`config.mk`:
```
export PLATFORM = sky130hd
export DESIGN_NAME = uncache_axi_bridge_flat
export DESIGN_NICKNAME = d
export VERILOG_FILES = /design/src/rtl/uncache_axi_bridge_if.sv /design/src/rtl/uncache_axi_bridge.sv /design/src/flat_wrapper.sv
export SDC_FILE = /design/constraint.sdc
export NUM_CORES = 1
export LEC_CHECK = 0
export ABC_CLOCK_PERIOD_IN_PS = 2500
export CORE_AREA = 2 2 127 129
export CTS_CLUSTER_SIZE = 40
export DETAILED_ROUTE_END_ITERATION = 16
export DIE_AREA = 0 0 129 131
export PLACE_DENSITY = 0.75
export SLEW_MARGIN = 30
export SYNTH_ARGS = -nofsm -noshare
export SYNTH_HDL_FRONTEND = slang
export SYNTH_SLANG_ARGS = --single-unit
```
`constraint.sdc`:
```
create_clock -name clk -period 2.5 [get_ports clk]
set_input_delay 0.5 -clock clk [delete_from_list [all_inputs] [get_ports clk]]
set_output_delay 0.5 -clock clk [all_outputs]
set_load 0.02 [all_outputs]
```
`src/rtl/uncache_axi_bridge_if.sv`:
```
// ============================================================================
// Interfaces: AXI_UNCACHE_Interface (uncached request side) and
//             uncache_axi_bridge_if (single-beat AXI4 memory port)
// Rev 1.0 - initial release
// ============================================================================
`default_nettype none

interface AXI_UNCACHE_Interface;
   logic        rd_req;
   logic [31:0] rd_addr;
   logic [1:0]  ld_size;
   logic        rd_rdy;
   logic        ret_valid;
   logic [31:0] ret_data;
   logic        wr_req;
   logic [31:0] wr_addr;
   logic [31:0] wr_data;
   logic [3:0]  wr_wstrb;
   logic        wr_rdy;
   logic        wr_valid;

   modport master (
      output rd_req, rd_addr, ld_size, wr_req, wr_addr, wr_data, wr_wstrb,
      input  rd_rdy, ret_valid, ret_data, wr_rdy, wr_valid
   );
   modport slave (
      input  rd_req, rd_addr, ld_size, wr_req, wr_addr, wr_data, wr_wstrb,
      output rd_rdy, ret_valid, ret_data, wr_rdy, wr_valid
   );
endinterface

interface uncache_axi_bridge_if;
   logic [3:0]  arid;
   logic [31:0] araddr;
   logic [7:0]  arlen;
   logic [2:0]  arsize;
   logic [1:0]  arburst;
   logic        arvalid;
   logic        arready;
   logic [3:0]  rid;
   logic [31:0] rdata;
   logic [1:0]  rresp;
   logic        rlast;
   logic        rvalid;
   logic        rready;
   logic [3:0]  awid;
   logic [31:0] awaddr;
   logic [7:0]  awlen;
   logic [2:0]  awsize;
   logic [1:0]  awburst;
   logic        awvalid;
   logic        awready;
   logic [31:0] wdata;
   logic [3:0]  wstrb;
   logic        wlast;
   logic        wvalid;
   logic        wready;
   logic [3:0]  bid;
   logic [1:0]  bresp;
   logic        bvalid;
   logic        bready;

   modport master (
      output arid, araddr, arlen, arsize, arburst, arvalid, rready,
             awid, awaddr, awlen, awsize, awburst, awvalid,
             wdata, wstrb, wlast, wvalid, bready,
      input  arready, rid, rdata, rresp, rlast, rvalid,
             awready, wready, bid, bresp, bvalid
   );
   modport slave (
      input  arid, araddr, arlen, arsize, arburst, arvalid, rready,
             awid, awaddr, awlen, awsize, awburst, awvalid,
             wdata, wstrb, wlast, wvalid, bready,
      output arready, rid, rdata, rresp, rlast, rvalid,
             awready, wready, bid, bresp, bvalid
   );
endinterface

`default_nettype wire

```
`src/rtl/uncache_axi_bridge.sv`:
```
// ============================================================================
// Module : uncache_axi_bridge
// Uncached single-word read/write requests to single-beat AXI4 transactions.
// Option : UNCACHE_POSTED_WRITE_EN - complete writes after AW/W, before B.
// Rev 1.0 - initial release
// ============================================================================
`default_nettype none

module uncache_axi_bridge #(
   parameter logic [3:0] AXI_ID = 4'd1
) (
   input  logic                 clk,
   input  logic                 rst,
   AXI_UNCACHE_Interface.slave  s_unc,
   uncache_axi_bridge_if.master m_axi
);

   typedef enum logic [2:0] {
      S_IDLE   = 3'd0,
      S_RD_AR  = 3'd1,
      S_RD_R   = 3'd2,
      S_WR_REQ = 3'd3,
      S_WR_B   = 3'd4
   } state_t;

   state_t      r_state;
   logic        r_arvalid, r_rready, r_awvalid, r_wvalid, r_bready;
   logic        r_aw_done, r_w_done;
   logic        r_ret_valid, r_wr_valid;
   logic [31:0] r_addr, r_wdata, r_ret_data;
   logic [3:0]  r_wstrb;
   logic [2:0]  r_size;

   logic        w_idle_rdy, w_aw_fin, w_w_fin;
   logic        w_unused_ok;

   function automatic logic [2:0] f_awsize(input logic [3:0] strb);
      case (strb)
         4'b1111:                             f_awsize = 3'd2;
         4'b0011, 4'b1100:                    f_awsize = 3'd1;
         4'b0001, 4'b0010, 4'b0100, 4'b1000:  f_awsize = 3'd0;
         default:                             f_awsize = 3'd2;
      endcase
   endfunction

   // No acceptance while a completion pulse is on the wire; writes win over reads.
   assign w_idle_rdy = (r_state == S_IDLE) & ~r_ret_valid & ~r_wr_valid;
   assign w_aw_fin   = r_aw_done | (r_awvalid & m_axi.awready);
   assign w_w_fin    = r_w_done  | (r_wvalid  & m_axi.wready);

   always_ff @(posedge clk) begin
      if (rst) begin
         r_state     <= S_IDLE;
         r_arvalid   <= 1'b0;
         r_rready    <= 1'b0;
         r_awvalid   <= 1'b0;
         r_wvalid    <= 1'b0;
         r_bready    <= 1'b0;
         r_aw_done   <= 1'b0;
         r_w_done    <= 1'b0;
         r_ret_valid <= 1'b0;
         r_wr_valid  <= 1'b0;
         r_ret_data  <= 32'd0;
         r_addr      <= 32'd0;
         r_wdata     <= 32'd0;
         r_wstrb     <= 4'd0;
         r_size      <= 3'd0;
      end else begin
         r_ret_valid <= 1'b0;
         r_wr_valid  <= 1'b0;
         case (r_state)
            S_IDLE: begin
               if (w_idle_rdy && s_unc.wr_req) begin
                  r_addr    <= s_unc.wr_addr;
                  r_wdata   <= s_unc.wr_data;
                  r_wstrb   <= s_unc.wr_wstrb;
                  r_size    <= f_awsize(s_unc.wr_wstrb);
                  r_awvalid <= 1'b1;
                  r_wvalid  <= 1'b1;
                  r_state   <= S_WR_REQ;
               end else if (w_idle_rdy && s_unc.rd_req) begin
                  r_addr    <= s_unc.rd_addr;
                  r_size    <= {1'b0, s_unc.ld_size};
                  r_arvalid <= 1'b1;
                  r_state   <= S_RD_AR;
               end
            end
            S_RD_AR: begin
               if (r_arvalid && m_axi.arready) begin
                  r_arvalid <= 1'b0;
                  r_rready  <= 1'b1;
                  r_state   <= S_RD_R;
               end
            end
            S_RD_R: begin
               if (m_axi.rvalid) begin
                  r_rready    <= 1'b0;
                  r_ret_data  <= m_axi.rdata;
                  r_ret_valid <= 1'b1;
                  r_state     <= S_IDLE;
               end
            end
            S_WR_REQ: begin
               if (r_awvalid && m_axi.awready) begin
                  r_awvalid <= 1'b0;
                  r_aw_done <= 1'b1;
               end
               if (r_wvalid && m_axi.wready) begin
                  r_wvalid <= 1'b0;
                  r_w_done <= 1'b1;
               end
               if (w_aw_fin && w_w_fin) begin
                  r_aw_done <= 1'b0;
                  r_w_done  <= 1'b0;
                  r_bready  <= 1'b1;
                  r_state   <= S_WR_B;
`ifdef UNCACHE_POSTED_WRITE_EN
                  r_wr_valid <= 1'b1;
`endif
               end
            end
            S_WR_B: begin
               if (m_axi.bvalid) begin
                  r_bready <= 1'b0;
                  r_state  <= S_IDLE;
`ifdef UNCACHE_POSTED_WRITE_EN
`else
                  r_wr_valid <= 1'b1;
`endif
               end
            end
            default: r_state <= S_IDLE;
         endcase
      end
   end

   assign s_unc.rd_rdy    = w_idle_rdy & ~s_unc.wr_req;
   assign s_unc.wr_rdy    = w_idle_rdy;
   assign s_unc.ret_valid = r_ret_valid;
   assign s_unc.ret_data  = r_ret_data;
   assign s_unc.wr_valid  = r_wr_valid;

   assign m_axi.arid    = AXI_ID;
   assign m_axi.araddr  = r_addr;
   assign m_axi.arlen   = 8'd0;
   assign m_axi.arsize  = r_size;
   assign m_axi.arburst = 2'b01;
   assign m_axi.arvalid = r_arvalid;
   assign m_axi.rready  = r_rready;
   assign m_axi.awid    = AXI_ID;
   assign m_axi.awaddr  = r_addr;
   assign m_axi.awlen   = 8'd0;
   assign m_axi.awsize  = r_size;
   assign m_axi.awburst = 2'b01;
   assign m_axi.awvalid = r_awvalid;
   assign m_axi.wdata   = r_wdata;
   assign m_axi.wstrb   = r_wstrb;
   assign m_axi.wlast   = 1'b1;
   assign m_axi.wvalid  = r_wvalid;
   assign m_axi.bready  = r_bready;

   // Response IDs and status are deliberately ignored.
   assign w_unused_ok = &{1'b0, m_axi.rid, m_axi.rresp, m_axi.rlast, m_axi.bid, m_axi.bresp};

endmodule

`default_nettype wire

```
`src/flat_wrapper.sv`:
```
// flat-port wrapper written by rule: the top's interface ports become plain ports
module uncache_axi_bridge_flat 
#(
   parameter logic [3:0] AXI_ID = 4'd1
)
  (clk, rst, s_unc_rd_req, s_unc_rd_addr, s_unc_ld_size, s_unc_wr_req, s_unc_wr_addr, s_unc_wr_data, s_unc_wr_wstrb, s_unc_rd_rdy, s_unc_ret_valid, s_unc_ret_data, s_unc_wr_rdy, s_unc_wr_valid, m_axi_arid, m_axi_araddr, m_axi_arlen, m_axi_arsize, m_axi_arburst, m_axi_arvalid, m_axi_rready, m_axi_awid, m_axi_awaddr, m_axi_awlen, m_axi_awsize, m_axi_awburst, m_axi_awvalid, m_axi_wdata, m_axi_wstrb, m_axi_wlast, m_axi_wvalid, m_axi_bready, m_axi_arready, m_axi_rid, m_axi_rdata, m_axi_rresp, m_axi_rlast, m_axi_rvalid, m_axi_awready, m_axi_wready, m_axi_bid, m_axi_bresp, m_axi_bvalid);
  AXI_UNCACHE_Interface s_unc_i ();
  uncache_axi_bridge_if m_axi_i ();
  input  logic clk;
  input  logic rst;
  input wire logic [$bits(s_unc_i.rd_req)-1:0] s_unc_rd_req;
  input wire logic [$bits(s_unc_i.rd_addr)-1:0] s_unc_rd_addr;
  input wire logic [$bits(s_unc_i.ld_size)-1:0] s_unc_ld_size;
  input wire logic [$bits(s_unc_i.wr_req)-1:0] s_unc_wr_req;
  input wire logic [$bits(s_unc_i.wr_addr)-1:0] s_unc_wr_addr;
  input wire logic [$bits(s_unc_i.wr_data)-1:0] s_unc_wr_data;
  input wire logic [$bits(s_unc_i.wr_wstrb)-1:0] s_unc_wr_wstrb;
  output wire logic [$bits(s_unc_i.rd_rdy)-1:0] s_unc_rd_rdy;
  output wire logic [$bits(s_unc_i.ret_valid)-1:0] s_unc_ret_valid;
  output wire logic [$bits(s_unc_i.ret_data)-1:0] s_unc_ret_data;
  output wire logic [$bits(s_unc_i.wr_rdy)-1:0] s_unc_wr_rdy;
  output wire logic [$bits(s_unc_i.wr_valid)-1:0] s_unc_wr_valid;
  output wire logic [$bits(m_axi_i.arid)-1:0] m_axi_arid;
  output wire logic [$bits(m_axi_i.araddr)-1:0] m_axi_araddr;
  output wire logic [$bits(m_axi_i.arlen)-1:0] m_axi_arlen;
  output wire logic [$bits(m_axi_i.arsize)-1:0] m_axi_arsize;
  output wire logic [$bits(m_axi_i.arburst)-1:0] m_axi_arburst;
  output wire logic [$bits(m_axi_i.arvalid)-1:0] m_axi_arvalid;
  output wire logic [$bits(m_axi_i.rready)-1:0] m_axi_rready;
  output wire logic [$bits(m_axi_i.awid)-1:0] m_axi_awid;
  output wire logic [$bits(m_axi_i.awaddr)-1:0] m_axi_awaddr;
  output wire logic [$bits(m_axi_i.awlen)-1:0] m_axi_awlen;
  output wire logic [$bits(m_axi_i.awsize)-1:0] m_axi_awsize;
  output wire logic [$bits(m_axi_i.awburst)-1:0] m_axi_awburst;
  output wire logic [$bits(m_axi_i.awvalid)-1:0] m_axi_awvalid;
  output wire logic [$bits(m_axi_i.wdata)-1:0] m_axi_wdata;
  output wire logic [$bits(m_axi_i.wstrb)-1:0] m_axi_wstrb;
  output wire logic [$bits(m_axi_i.wlast)-1:0] m_axi_wlast;
  output wire logic [$bits(m_axi_i.wvalid)-1:0] m_axi_wvalid;
  output wire logic [$bits(m_axi_i.bready)-1:0] m_axi_bready;
  input wire logic [$bits(m_axi_i.arready)-1:0] m_axi_arready;
  input wire logic [$bits(m_axi_i.rid)-1:0] m_axi_rid;
  input wire logic [$bits(m_axi_i.rdata)-1:0] m_axi_rdata;
  input wire logic [$bits(m_axi_i.rresp)-1:0] m_axi_rresp;
  input wire logic [$bits(m_axi_i.rlast)-1:0] m_axi_rlast;
  input wire logic [$bits(m_axi_i.rvalid)-1:0] m_axi_rvalid;
  input wire logic [$bits(m_axi_i.awready)-1:0] m_axi_awready;
  input wire logic [$bits(m_axi_i.wready)-1:0] m_axi_wready;
  input wire logic [$bits(m_axi_i.bid)-1:0] m_axi_bid;
  input wire logic [$bits(m_axi_i.bresp)-1:0] m_axi_bresp;
  input wire logic [$bits(m_axi_i.bvalid)-1:0] m_axi_bvalid;
  assign s_unc_i.rd_req = s_unc_rd_req;
  assign s_unc_i.rd_addr = s_unc_rd_addr;
  assign s_unc_i.ld_size = s_unc_ld_size;
  assign s_unc_i.wr_req = s_unc_wr_req;
  assign s_unc_i.wr_addr = s_unc_wr_addr;
  assign s_unc_i.wr_data = s_unc_wr_data;
  assign s_unc_i.wr_wstrb = s_unc_wr_wstrb;
  assign s_unc_rd_rdy = s_unc_i.rd_rdy;
  assign s_unc_ret_valid = s_unc_i.ret_valid;
  assign s_unc_ret_data = s_unc_i.ret_data;
  assign s_unc_wr_rdy = s_unc_i.wr_rdy;
  assign s_unc_wr_valid = s_unc_i.wr_valid;
  assign m_axi_arid = m_axi_i.arid;
  assign m_axi_araddr = m_axi_i.araddr;
  assign m_axi_arlen = m_axi_i.arlen;
  assign m_axi_arsize = m_axi_i.arsize;
  assign m_axi_arburst = m_axi_i.arburst;
  assign m_axi_arvalid = m_axi_i.arvalid;
  assign m_axi_rready = m_axi_i.rready;
  assign m_axi_awid = m_axi_i.awid;
  assign m_axi_awaddr = m_axi_i.awaddr;
  assign m_axi_awlen = m_axi_i.awlen;
  assign m_axi_awsize = m_axi_i.awsize;
  assign m_axi_awburst = m_axi_i.awburst;
  assign m_axi_awvalid = m_axi_i.awvalid;
  assign m_axi_wdata = m_axi_i.wdata;
  assign m_axi_wstrb = m_axi_i.wstrb;
  assign m_axi_wlast = m_axi_i.wlast;
  assign m_axi_wvalid = m_axi_i.wvalid;
  assign m_axi_bready = m_axi_i.bready;
  assign m_axi_i.arready = m_axi_arready;
  assign m_axi_i.rid = m_axi_rid;
  assign m_axi_i.rdata = m_axi_rdata;
  assign m_axi_i.rresp = m_axi_rresp;
  assign m_axi_i.rlast = m_axi_rlast;
  assign m_axi_i.rvalid = m_axi_rvalid;
  assign m_axi_i.awready = m_axi_awready;
  assign m_axi_i.wready = m_axi_wready;
  assign m_axi_i.bid = m_axi_bid;
  assign m_axi_i.bresp = m_axi_bresp;
  assign m_axi_i.bvalid = m_axi_bvalid;
  uncache_axi_bridge #(.AXI_ID(AXI_ID)) u_core (.clk(clk), .rst(rst), .s_unc(s_unc_i), .m_axi(m_axi_i));
endmodule
```
---- Yosys cells after proc, flatten, opt, wreduce, memory -nomap -nowiden ----
Index checks and enable logic that the tools add are counted.
cells by class
  reduce and logical (&&, ||, !) cells .... 29
  bitwise gates (word level) .............. 12
  equality and inequality tests ........... 20
  mux-type cells .......................... 33
operators with widths
  operator                                        number
  two-way mux 32 bit                              2
  two-way mux 3 bit                               8
  two-way mux 1 bit                               16
  case mux 3 bit (5 select lines)                 1
  nonzero test 2 bit                              7
  AND reduction 3 bit                             4
  != test 2 bit (second input constant)           5
  case mux 1 bit (2 select lines)                 5
  AND reduction 2 bit                             5
  == test 4 x 2 -> 1 bit (second input constant)  2
  == test 4 bit (second input constant)           2
  != test 2 x 1 -> 1 bit (second input constant)  4
  == test 3 x 2 -> 1 bit (second input constant)  2
  logical AND 1 bit                               6
  OR reduction 2 bit                              3
  bitwise AND 1 bit                               5
  NOT 1 bit                                       5
  AND reduction 5 bit                             1
  == test 4 x 1 -> 1 bit (second input constant)  1
  == test 4 x 3 -> 1 bit (second input constant)  1
  case mux 2 bit (2 select lines)                 1
  AND reduction 4 bit                             1
  OR reduction 4 bit                              1
  == test 3 x 1 -> 1 bit (second input constant)  1
  4 further kinds                                 5
storage, ports and cells
  register bits ........................... 115
  bits of input ports ..................... 156

---- Depth between registers and ports, before layout ----
Gate-level depths: netlist of run 1.
  depth in word-level cells ............... 7
  depth in mapped cells ................... 8
  mapped depth without buffers ............ 5

---- Worst setup path after synthesis of run 1 ----
OpenSTA, ideal clock, no wires.
  kind .................................... register to output
  start ................................... register u_core.r_state[0]
  end ..................................... output s_unc_rd_rdy
  arrival time ............................ 1396 ps
  setup slack ............................. 604 ps
  stages on the path, launching flop included .. 7
  path buffers ............................ 3
  cells stage by stage .................... dfxtp_1 > buf_4 > nor3_2 > and2_4 > buf_8 > buf_6 > nor2b_1
on the way
  cells in the longest elaborated chain, start to end .. 4
RTL lines
  item                             line                       RTL
  start: declaration               uncache_axi_bridge.sv:26   state_t r_state;
  start signal: assignment         uncache_axi_bridge.sv:53   r_state <= S_IDLE;
  start signal: assignment         uncache_axi_bridge.sv:80   r_state <= S_WR_REQ;
  start signal: assignment         uncache_axi_bridge.sv:85   r_state <= S_RD_AR;
  logical NOT 3 bit                uncache_axi_bridge.sv:47   assign w_idle_rdy = (r_state == S_IDLE) & ~r_ret_valid & ~r_wr_valid;
  bitwise AND 1 bit (2 in series)  uncache_axi_bridge.sv:47
  via s_unc_wr_rdy                 flat_wrapper.sv:21         output wire logic [$bits(s_unc_i.wr_rdy)-1:0] s_unc_wr_rdy;
  bitwise AND 1 bit                uncache_axi_bridge.sv:137  assign s_unc.rd_rdy = w_idle_rdy & ~s_unc.wr_req;
  end: declaration                 flat_wrapper.sv:18         output wire logic [$bits(s_unc_i.rd_rdy)-1:0] s_unc_rd_rdy;
The timed path passes the listed nets, and every way through them passes these cells.

---- Worst setup path in the final report of run 1 ----
  start ................................... register u_core.r_state[2]
  end ..................................... output s_unc_wr_rdy
on the way
  cells in the longest elaborated chain, start to end .. 3
RTL lines
  item                             line
  logical NOT 3 bit                uncache_axi_bridge.sv:47
  bitwise AND 1 bit (2 in series)  uncache_axi_bridge.sv:47
  end: declaration                 flat_wrapper.sv:21
Every way passes these cells.

==> results of run 1 <==
per-stage QoR:
step | cells | area (um^2) | hold slack, ns | power, mW
5_1_grt | 1093 | 8460 | 0.463 | 8.99
3_3_place_gp | 1062 | 7810 | 0.440 | 5.89
3_5_place_dp | 1062 | 7810 | 0.445 | 5.92
4_1_cts | 1093 | 8460 | 0.453 | 8.64
2_1_floorplan | 656 | 5250 | 0.487 | 4.70
6_report | 1093 | 8460 | 0.451 | 8.55
final cells by class:
type | instances | area [um^2] | area share [%]
clock inverter | 9 | 178 | 2.10
multi-input combinational | 429 | 2210 | 26.1
sequential | 114 | 2280 | 27.0
inverter | 1 | 3.75 | 0.0444
clock buffer | 22 | 474 | 5.60
tap | 216 | 270 | 3.19
timing repair buffer | 302 | 3040 | 36.0
cell usage after synthesis, drive strengths merged:
master and count:
nand2 178, a311oi 35, dfxtp 114, mux2i 1, nor3b 1, o31ai 2
nor2b 2, inv 1, o31a 1, a31o 1, a31oi 5, buf 93
and3 1, a21oi 75, nand3b 2, conb 2, and3b 1, nor3 6
nand3 36, and2 2, xnor2 1, clkbuf 19, nor2 48
worst max-delay path, stage by stage (launching register included):
cell             delay [ns]
dfxtp_1                0.36
nor3_2                 0.25
and2_4                 0.24
clkdlybuf4s50_1        0.62
worst min-delay path by stage:
stage	startpoint	endpoint	slack [ns]	cells after the start
after floorplan	u_core.r_aw_done$_SDFFE_PP0P_	u_core.r_aw_done$_SDFFE_PP0P_	0.49	2
after global placement	u_core.s_unc.ret_data[8]$_SDFFE_PP0P_	u_core.s_unc.ret_data[8]$_SDFFE_PP0P_	0.44	2
after detailed placement	u_core.m_axi.wstrb[3]$_SDFFE_PP0P_	u_core.m_axi.wstrb[3]$_SDFFE_PP0P_	0.45	2
after CTS	u_core.m_axi.wstrb[3]$_SDFFE_PP0P_	u_core.m_axi.wstrb[3]$_SDFFE_PP0P_	0.45	2
after global routing	u_core.s_unc.ret_data[31]$_SDFFE_PP0P_	u_core.s_unc.ret_data[31]$_SDFFE_PP0P_	0.46	2
final	u_core.m_axi.wstrb[1]$_SDFFE_PP0P_	u_core.m_axi.wstrb[1]$_SDFFE_PP0P_	0.45	2
sequential cells by signal (all words and copies together), names as in the netlist:
name                    flops
u_core.m_axi.bready         1
u_core.m_axi.rready         1
u_core.r_aw_done            1
u_core.r_state              3
u_core.m_axi.arsize         2
u_core.s_unc.ret_valid      1
u_core.m_axi.awvalid        1
u_core.s_unc.ret_data      32
u_core.s_unc.wr_valid       1
u_core.m_axi.wvalid         1
u_core.m_axi.wdata         32
u_core.m_axi.araddr        32
u_core.r_w_done             1
u_core.m_axi.arvalid        1
u_core.m_axi.wstrb          4
per-layer routing:
layer | GRT usage [%] | up-vias | share of wire (%)
met3 | 6.35 | 19 | 9.1
met2 | 29.2 | 224 | 49
met1 | 21.0 | 2278 | 40
met5 | 0 | - | 0
met4 | 7.10 | 0 | 1.7
li1 | - | 2476 | -
cells in the final DEF (no fill, tap or decap), types with 2 or more instances in the layout:
master / synthesis / layout
clkdlybuf4s50_1: 0 / 285
nand2_1: 176 / 176
dfxtp_1: 114 / 114
a21oi_1: 75 / 75
nor2_1: 48 / 48
nand3_1: 36 / 36
conb_1: 2 / 31
a311oi_2: 28 / 28
clkbuf_16: 0 / 17
buf_4: 72 / 11
a311oi_1: 7 / 7
a31oi_1: 5 / 5
nor3_1: 5 / 5
bufinv_16: 0 / 5
buf_12: 0 / 5
clkbuf_8: 0 / 3
nor2b_1: 2 / 2
nand3b_1: 2 / 2
o31ai_1: 2 / 2
clkinv_2: 0 / 2
clkbuf_1: 19 / 2
clkinv_4: 0 / 2
power breakdown:
group	internal [mW]	total [mW]	switching (mW)	leakage (nW)
Sequential	2.17	2.43	0.254	0.934
Combinational	1.56	3.43	1.87	1.83
Clock	1.84	2.69	0.851	0.320
Total	5.58	8.55	2.97	3.08
cells by family after synthesis:
| kind of cell | share of synthesized area [%] |
|---|---|
| and+or+nand+nor | 22.4 |
| other | 0.146 |
| AOI/OAI and AO/OA | 17.9 |
| buffers and inverters | 14.8 |
| muxes | 0.195 |
| xor gates and xnor gates | 0.170 |
| DFF | 44.4 |
timing repair:
item,CTS,global route
gates resized for setup,1,0
hold endpoints to repair,0,0
setup endpoints to repair,1,0
==> results.json, run 1 <==
{
  "status": "finished clean",
  "drc": 0,
  "grt_overflow": 0,
  "min_path_type": "reg2reg",
  "cts-root-buf": "clkbuf_16",
  "die_area_um2": 16900,
  "clock-sinks": 114,
  "tns_ns": 0,
  "synthTopCellsByArea": "dfxtp_1, nand2_1, buf_4",
  "clkLatencyLatePin_ns": 0.41,
  "diodes": 0,
  "synth_top_area_share_pct": 44.4,
  "fin_util_pct": 54.2,
  "grt_pass1_wl_um": 23300,
  "start_util_pct": 33.0,
  "cp.required_ns": 2.00,
  "cp-end-kind": "output port",
  "fp.dieH_um": 131,
  "powerDensity_nw_per_um2": 1010,
  "fin_crit_sh_pct": 94.9,
  "postCtsHoldBufs": 0,
  "synth.avg_cell_area_um2": 8.20,
  "drt_iter0_markers": 250,
  "yosysTopAreaCell": "dfxtp_1",
  "routabilityCongestion": 0.784,
  "finalWirelength_um": 15700,
  "rr_worst_depth": 8,
  "fp-row-count": 46,
  "tritoncts": "yes",
  "cp_max_fo": 9,
  "antenna_found_initial": 0,
  "arrival_ns": 1.87,
  "via_per_inst": 4.57,
  "yosysWarnings": 0,
  "fmax_mhz": 421,
  "synth-seq-area-share_pct": 44.4,
  "final-max-slew-violation-count": 0,
  "track_usage_pct": 17.7,
  "startpoint_type": "flip-flop",
  "dp_slack_ns": 0.331,
  "drive_gt1_share_pct": 8.89,
  "netlist_area_um2": 5140,
  "portBuffers": 287,
  "rr_endpoint": "u_core.m_axi.wdata[16]$_SDFFE_PP0P_",
  "final.fill_count": 1394,
  "vias": 4997,
  "numCtsBuffers": 17,
  "ir_drop_uv": 465,
  "syn_inst": 627,
  "routedWlPerCell_um": 14.3,
  "grt_pass1_vias": 4506,
  "path_class": "reg2out",
  "cap_violations": 0,
  "worst_r2r_startpoint": "u_core.r_state[2]$_SDFFE_PP0P_",
  "setup_viol": 0,
  "rsz0062_at_grt": "false",
  "leakagePower_nw": 3.08,
  "synth.distinct_cells": 32,
  "die_w_um": 129,
  "post_cts_buffers": 0,
  "grt_start_max_net_pins": 59,
  "ios": 332,
  "postRouteAntennaNets": 0,
  "post-route-min-period_ns": 2.37,
  "core-area_um2": 15600,
  "reg2reg_slack_ns": 0.34,
  "area_growth_pct": 64.5,
  "htree_levels": 4,
  "clk_pin_slew_ns": 0.05,
  "hold_viol": 0,
  "clockBufferDepth": 2,
  "crit_start": "u_core.r_state[2]$_SDFFE_PP0P_",
  "final_nets": 1021,
  "setup_ws_ns": 0.127,
  "synth_seq_cells": 114,
  "endpoint": "s_unc_wr_rdy",
  "dp_hpwl_um": 11200,
  "finClkSkew_ns": 0.00795,
  "first_pass_iters": 4
}
Power figures use the tool's default switching activity.
==> run 2: changes to the inputs <==
CAP_MARGIN = 20   (was unset)
==> results of run 2 <==
The final DEF is identical to that of run 1; final timing and power are the same.
==> run 3: changes to the inputs <==
CTS_BUF_LIST = sky130_fd_sc_hd__clkbuf_16   (was unset)
==> run 3 against run 2 <==
Against the previous run: sequential cell count is the same; non-clock buffer count did not move; maximum frequency down 0.41%; register-to-register slack hardly changed; first-iteration DRC count decreased by 7.6%; sequential share of layout area rose by 0.096 points; critical path type unchanged; clock power is 4% lower; clock-buffer cell count is 5 lower; highest routed layer unchanged; sequential power about the same; core utilization decreased by 0.19 points; clock skew is essentially flat; total power down 1.2%.
==> results.json, run 3 (synthesis gave the netlist of run 1 again) <==
{
  "status": "finished clean",
  "diodes": 0,
  "drc": 0,
  "min_path_type": "reg2reg",
  "rsz0062_at_grt": "false",
  "finalWirelength_um": 15600,
  "track_usage_pct": 17.6,
  "finClkSkew_ns": 0.00809,
  "clk_pin_slew_ns": 0.05,
  "postRouteAntennaNets": 0,
  "path_class": "reg2out",
  "worst_r2r_startpoint": "u_core.r_state[2]$_SDFFE_PP0P_",
  "layout_common_cells": "clkdlybuf4s50_1, nand2_1, dfxtp_1",
  "numCtsBuffers": 17,
  "tns_ns": 0,
  "setup_viol": 0,
  "rr_worst_depth": 8,
  "cap_violations": 0,
  "endpoint": "s_unc_wr_rdy",
  "final-max-slew-violation-count": 0,
  "cp.required_ns": 2.00,
  "die_area_um2": 16900,
  "grt_start_max_net_pins": 59,
  "final_nets": 1021,
  "fin_hold_ws_ns": 0.450,
  "clock-sinks": 114,
  "antenna_found_initial": 0,
  "drive_gt1_share_pct": 8.55,
  "cp-end-kind": "output port",
  "tritoncts": "yes",
  "cts-root-buf": "clkbuf_16",
  "clockBufferDepth": 2,
  "reg2reg_slack_ns": 0.33,
  "routabilityCongestion": 0.784,
  "setup_ws_ns": 0.117,
  "dp_hpwl_um": 11200,
  "crit_start": "u_core.r_state[2]$_SDFFE_PP0P_",
  "htree_levels": 4,
  "post_cts_buffers": 0,
  "dp.cells": 1062,
  "grt_pass1_vias": 4491,
  "start_util_pct": 33.0,
  "powerDensity_nw_per_um2": 1000,
  "fmax_mhz": 420,
  "fin_cells": 1093,
  "post-route-min-period_ns": 2.38,
  "fp.dieH_um": 131,
  "grt_pass1_wl_um": 23200,
  "leakagePower_nw": 3.07,
  "vias": 4984,
  "clkLatencyLatePin_ns": 0.41,
  "hold_viol": 0,
  "via_per_inst": 4.56,
  "area_growth_pct": 63.9,
  "ir_drop_uv": 465,
  "cp_max_fo": 9,
  "portBuffers": 287,
  "ios": 332,
  "rr_endpoint": "u_core.m_axi.wdata[18]$_SDFFE_PP0P_",
  "arrival_ns": 1.88,
  "startpoint_type": "flip-flop",
  "fin_crit_sh_pct": 95.3,
  "first_pass_iters": 4,
  "drt_iter0_markers": 231,
  "grt_overflow": 0,
  "fp-row-count": 46,
  "die_w_um": 129,
  "core-area_um2": 15600,
  "mostFrequentLayoutCell": "clkdlybuf4s50_1",
  "dp_slack_ns": 0.331,
  "routedWlPerCell_um": 14.3
}
==> run 3: critical path: stages (launching register included) <==
cell and delay, ns:
dfxtp_1 0.36, nor3_2 0.25, and2_4 0.24, clkdlybuf4s50_1 0.62
==> run 3: worst min path at each step <==
stage | start | endpoint | slack [ns] | cells past startpoint
3_5_place_dp | u_core.m_axi.wstrb[3]$_SDFFE_PP0P_ | u_core.m_axi.wstrb[3]$_SDFFE_PP0P_ | 0.45 | 2
4_1_cts | u_core.m_axi.wstrb[3]$_SDFFE_PP0P_ | u_core.m_axi.wstrb[3]$_SDFFE_PP0P_ | 0.45 | 2
3_3_place_gp | u_core.s_unc.ret_data[8]$_SDFFE_PP0P_ | u_core.s_unc.ret_data[8]$_SDFFE_PP0P_ | 0.44 | 2
6_report | u_core.m_axi.wstrb[1]$_SDFFE_PP0P_ | u_core.m_axi.wstrb[1]$_SDFFE_PP0P_ | 0.45 | 2
2_1_floorplan | u_core.r_aw_done$_SDFFE_PP0P_ | u_core.r_aw_done$_SDFFE_PP0P_ | 0.49 | 2
5_1_grt | u_core.s_unc.ret_data[31]$_SDFFE_PP0P_ | u_core.s_unc.ret_data[31]$_SDFFE_PP0P_ | 0.46 | 2
==> run 3: layer usage <==
metal,vias to the layer above,routed length (um),global-route usage (%)
li1,2478,-,-
met1,2270,6360,21.0
met2,217,7640,29.2
met3,19,1380,6.84
met4,0,219,5.88
met5,-,0,0
==> run 3: layout make-up <==
type / instances / area [um^2]
Clock buffer: 17 / 425
Clock inverter: 14 / 196
Fill cell: 1400 / 7170
Multi-Input combinational cell: 429 / 2210
Inverter: 1 / 3.75
Timing Repair Buffer: 302 / 3040
Tap cell: 216 / 270
Sequential cell: 114 / 2280
==> run 3: where the power goes <==
group	total [mW]	leakage, nW	switching (mW)	internal (mW)
Combinational	3.43	1.83	1.87	1.56
Sequential	2.43	0.934	0.254	2.17
Clock	2.59	0.312	0.849	1.74
Total	8.45	3.07	2.97	5.48
==> run 3: per-stage QoR <==
step	total power, mW	util [%]	area [um^2]
3_5_place_dp	5.92	50.1	7810
4_1_cts	8.54	54.1	8430
6_report	8.45	54.1	8430
3_3_place_gp	5.89	50.1	7810
2_1_floorplan	4.70	-	5250
5_1_grt	8.89	54.1	8430
==> run 3: timing repair <==
| item | 4_1_cts | 5_1_grt |
|---|---|---|
| gates resized for setup | 1 | 0 |
| setup endpoints to repair | 1 | 0 |
| endpoints found under the hold margin | 0 | 0 |
| hold buffers | 0 | 0 |
